$ cat src/rtl/rle_plane_reader.sv
// Planar pixel fetcher: walks NCH colour planes stored back-to-back in a pixel RAM
// and assembles one NCH-channel pixel per plane offset behind a valid/ready handshake.
module rle_plane_reader #(
    parameter int NCH        = 3,
    parameter int DW         = 8,
    parameter int AW         = 16,
    parameter int PLANE      = 16384,
    parameter int RD_LAT     = 0,
    parameter int CONTINUOUS = 0
) (
    input  logic              clk,
    input  logic              rst,
    input  logic              start,
    output logic [AW-1:0]     a,
    input  logic [DW-1:0]     spo,
    output logic [NCH*DW-1:0] pix,
    output logic              valid,
    input  logic              ready,
    output logic              last,
    output logic              busy,
    output logic              done
);
    localparam int OW = (PLANE > 1) ? $clog2(PLANE) : 1;
    localparam int CW = (NCH > 1) ? $clog2(NCH) : 1;
    localparam int LW = (RD_LAT > 1) ? $clog2(RD_LAT) : 1;

    typedef enum logic [2:0] {IDLE, ADDR, WAIT, CAP, OUT} state_t;

    state_t                 state;
    logic [OW-1:0]          offset;
    logic [CW-1:0]          ch;
    logic [LW-1:0]          lat_cnt;
    logic [NCH-1:0][DW-1:0] pix_q;

    assign pix = pix_q;

    always_ff @(posedge clk or posedge rst) begin
        if (rst) begin
            state   <= IDLE;
            offset  <= '0;
            ch      <= '0;
            lat_cnt <= '0;
            a       <= '0;
            pix_q   <= '0;
            valid   <= 1'b0;
            last    <= 1'b0;
            busy    <= 1'b0;
            done    <= 1'b0;
        end else begin
            done <= 1'b0;
            case (state)
                IDLE: begin
                    // A start landing on the done pulse belongs to the frame just finished.
                    if (start && !done) begin
                        state  <= ADDR;
                        offset <= '0;
                        ch     <= '0;
                        busy   <= 1'b1;
                    end
                end
                ADDR: begin
                    a       <= AW'(ch) * AW'(PLANE) + AW'(offset);
                    lat_cnt <= '0;
                    state   <= (RD_LAT > 0) ? WAIT : CAP;
                end
                WAIT: begin
                    if (lat_cnt == LW'(RD_LAT - 1)) begin
                        state <= CAP;
                    end else begin
                        lat_cnt <= lat_cnt + LW'(1);
                    end
                end
                CAP: begin
                    pix_q[ch] <= spo;
                    if (ch != CW'(NCH - 1)) begin
                        ch    <= ch + CW'(1);
                        state <= ADDR;
                    end else begin
                        ch    <= '0;
                        valid <= 1'b1;
                        last  <= (offset == OW'(PLANE - 1));
                        state <= OUT;
                    end
                end
                OUT: begin
                    // valid is always high here, so ready alone marks the transfer.
                    if (ready) begin
                        valid <= 1'b0;
                        last  <= 1'b0;
                        if (!last) begin
                            offset <= offset + OW'(1);
                            state  <= ADDR;
                        end else begin
                            done   <= 1'b1;
                            offset <= '0;
                            busy   <= (CONTINUOUS != 0);
                            state  <= (CONTINUOUS != 0) ? ADDR : IDLE;
                        end
                    end
                end
                default: state <= IDLE;
            endcase
        end
    end
endmodule

$ cat config.mk
export PLATFORM = sky130hd
export DESIGN_NAME = rle_plane_reader
export DESIGN_NICKNAME = d
export VERILOG_FILES = /design/src/rtl/rle_plane_reader.sv
export SDC_FILE = /design/constraint.sdc
export NUM_CORES = 1
export LEC_CHECK = 0
export CORE_ASPECT_RATIO = 0.5
export CORE_MARGIN = 1
export CORE_UTILIZATION = 60
export DETAILED_ROUTE_END_ITERATION = 6
export DONT_BUFFER_PORTS = 1
export PLACE_DENSITY = 0.78
export SETUP_SLACK_MARGIN = 0.4
export SLEW_MARGIN = 25
export SYNTH_ARGS = -nofsm -noshare
export SYNTH_HDL_FRONTEND = slang
export SYNTH_SLANG_ARGS = --single-unit
$ cat constraint.sdc
create_clock -name clk -period 1.85 [get_ports clk]
set_input_delay 0 -clock clk [delete_from_list [all_inputs] [get_ports clk]]
set_output_delay 0 -clock clk [all_outputs]
set_load 0.005 [all_outputs]
==> results by group <==
Critical path
  • CP Data Required Time: 2080 ps
  • Critical Path AT: approximately 1800 ps
  • Crit Path Class: flop to flop
  • Cells on worst reg2reg path: 4
  • R2R Path End: pix[1]$_DFFE_PP0P_
  • Startpoint types: flop
  • CP max FO: 8
  • Setup crit start: state[2]$_DFFE_PP0P_
  • Critical Path End: pix[1]$_DFFE_PP0P_
  • Start of the worst register-to-register path: state[2]$_DFFE_PP0P_
  • CP Capture Type: flop
  • Reg2Reg Setup Slack: ~240 ps

Power and ir drop
  • PD cells: 1430 mW/mm^2
  • Static leakage: 1.59 nW
  • VDD IR max: roughly 1.1 mV
  • Final total power: 0.00519 W

Clocking
  • Num CTS Buffers: 9
  • CTS tree: built
  • Later-pin clock latency in the skew report: 350 ps
  • Root buf cell: clkbuf_8
  • Clock buffer depth: 2
  • H-tree Lvls: 3
  • Clock sink count: 64
  • Clk slew on worst S/H paths: 70 ps

Die
  • I/O pin cnt: 56
  • Num rows: 16
  • Core area: 0.00414 mm^2
  • Die W: about 98 um
  • Initial core utilization: 0.665
  • Die H: around 50 um
  • Die area: 0.00489 mm^2

Routing
  • Routed Antenna Nets: 0
  • Aggregate routed wire length: between 7000 and 8000 um
  • Via/cell ratio: 6.66
  • Drt pass-1 iters: 6
  • Vias: around 2,200
  • WL per Instance: 23.5 um
  • 1st-iter DRT viols: approximately 190
  • Drt drc: 2

Cells and area
  • Seq. cell area: 0.00161 mm^2
  • Commonest non-fill, non-tap cells in the layout: dfrtp_1, mux2_2, buf_4
  • Ant. Diodes: 0
  • Commonest non-fill, non-tap cell in the layout: dfrtp_1
  • Nets@finish: 284
  • FILL cells: roughly 170
  • Footprint of the multi-input gates: roughly 0.0013 mm^2
  • Final design utilization: 0.873
  • Area grow syn2layout: 31.1%
  • Fraction of layout cells with a size suffix above 1: 0.460

STA
  • Hold Worst Slack: 45.8 ps
  • Clock skew: around 9.3 ps
  • Unrepaired setup endpoints after global routing: yes
  • Least-Margin Pin Slew: 675 ps
  • Endpoints failing setup: 0
  • Post-route minimum period: 1610 ps
  • Slew Viols, Final: 0
  • Fmax: approximately 0.62 GHz
  • Post-route clock period utilization: 0.873
  • Final Hold Viols: 0
  • Sum Neg Setup Slack: 0 ps
  • Slew HR: 0.549

Placed design
  • IO buf count: 0
  • DP HPWL: 3710 um
  • Final GP Congestion: 0.817

Yosys
  • Syn_nets: between 200 and 250
  • Synth Register Bits: 64
  • Cell Area, Synth: ~0.0028 mm^2
  • Main synth FF type: dfrtp_1
  • Warnings from Yosys: 0
  • EDFF count, synth: 0
  • Syn_area_per_cell: approximately 12 um^2
  • Sequential area share after synthesis: 0.581
  • Share of flip-flops with an asynchronous set or reset: 1.00
  • Synth Instances: 223
  • Netlist cell types: 44

Outcome
  • Outcome: finished, violations left
  • Failing checks: design-rule violations

Hold path
  • Hold Path Class: primary input to flop

GRT
  • Initial antenna violation count: 0
  • Number of global-route vias before repair: 2,154
  • First-pass GRT wire length: 10,600 um
  • Total Routing Usage GR: 0.293
  • Largest net degree at the start of global routing: 36
  • Total grt overflow: 0

Job
  • Max Cap Viol: 0
-- power breakdown --
| group | switching, W | total, W | internal (W) |
|---|---|---|---|
| Combinational | 0.000841 | 0.00187 | 0.00103 |
| Sequential | 0.000418 | 0.00224 | 0.00182 |
| Clock | 0.000568 | 0.00108 | 0.000512 |
| Total | 0.00183 | 0.00519 | 0.00336 |
-- what timing repair did --
| item | 4_1_cts | 5_1_grt |
|---|---|---|
| hold buffers | 11 | 0 |
| gates cloned | 1 | 2 |
| resized for setup | 34 | 36 |
| pin swaps | 11 | 9 |
| setup endpoints to repair | 56 | 56 |
| endpoints found under the hold margin | 60 | 0 |
| setup buffers | 13 | 8 |
-- per-stage QoR --
stage / instances / setup slack, ps / cell area [um^2]
after floorplan: 223 / 326 / 2800
after global placement: 279 / 223 / 2900
after detailed placement: 279 / 168 / 2900
after CTS: 320 / 292 / 3410
after global routing: 330 / 218 / 3620
final: 330 / 236 / 3620
-- how the worst min path moves through the flow --
stage,from,endpoint,slack [ps],cells past startpoint
finish,start,state[0]$_DFFE_PP0P_,50,4
global route,start,state[0]$_DFFE_PP0P_,60,4
CTS,start,state[0]$_DFFE_PP0P_,30,4
detailed placement,rst,a[5]$_DFFE_PP0N_,-10,1
global placement,rst,a[4]$_DFFE_PP0N_,-20,1
floorplan,ready,state[2]$_DFFE_PP0P_,110,1
-- cell usage after synthesis, types with 2 or more instances --
| library cell | instances | area, um^2 |
|---|---|---|
| a21bo_2 | 2 | 20.0 |
| a21o_1 | 2 | 15.0 |
| a21oi_1 | 5 | 25.0 |
| a22o_1 | 3 | 26.3 |
| a31o_1 | 2 | 17.5 |
| a31oi_1 | 10 | 62.6 |
| a41oi_1 | 2 | 17.5 |
| and3_1 | 2 | 12.5 |
| buf_2 | 6 | 30.0 |
| clkbuf_1 | 3 | 11.3 |
| dfrtp_1 | 64 | 1600 |
| inv_1 | 6 | 22.5 |
| mux2_2 | 40 | 450 |
| nand2_1 | 12 | 45.0 |
| nand2b_1 | 4 | 25.0 |
| nand3_1 | 3 | 15.0 |
| nand4_1 | 3 | 18.8 |
| nor2_1 | 14 | 52.6 |
| nor3b_1 | 2 | 15.0 |
| o21ai_0 | 10 | 50.1 |
| o31ai_1 | 5 | 37.5 |
-- layout make-up --
type | count | share of cell area
clock inverters | 6 | 0.00969
clock buffers | 10 | 0.0381
repair buffers | 45 | 0.116
well taps | 54 | 0.0187
inverters | 6 | 0.00727
multi-input cells | 145 | 0.366
flip-flops and latches | 64 | 0.444
-- state kept, by name, indices dropped and copies added (netlist names), 2 cells and up --
name,flops
ch,2
pix,24
state,3
a,16
offset,14
-- routing by layer --
| metal | wire length (um) | GRT usage |
|---|---|---|
| met1 | 2850 | 0.326 |
| met2 | 3830 | 0.484 |
| met3 | 763 | 0.135 |
| met4 | 323 | 0.146 |
| met5 | 0 | 0 |
-- critical path, cell delays in order, from the launching register on --
cell and delay (ps):
dfrtp_1 430, and2b_2 270, nand2_2 80, or3_4 400
mux2_2 300
-- cells by family after synthesis --
group | after synthesis | share of synthesized area
flip-flops | 64 | 0.581
XOR/XNOR | 1 | 0.00318
AND/OR/NAND/NOR | 53 | 0.105
multiplexers | 40 | 0.163
adder cells (fa/ha/maj) | 1 | 0.00454
AO/OA/AOI/OAI | 49 | 0.120
buffers and inverters | 15 | 0.0231
Power figures use the tool's default switching activity.
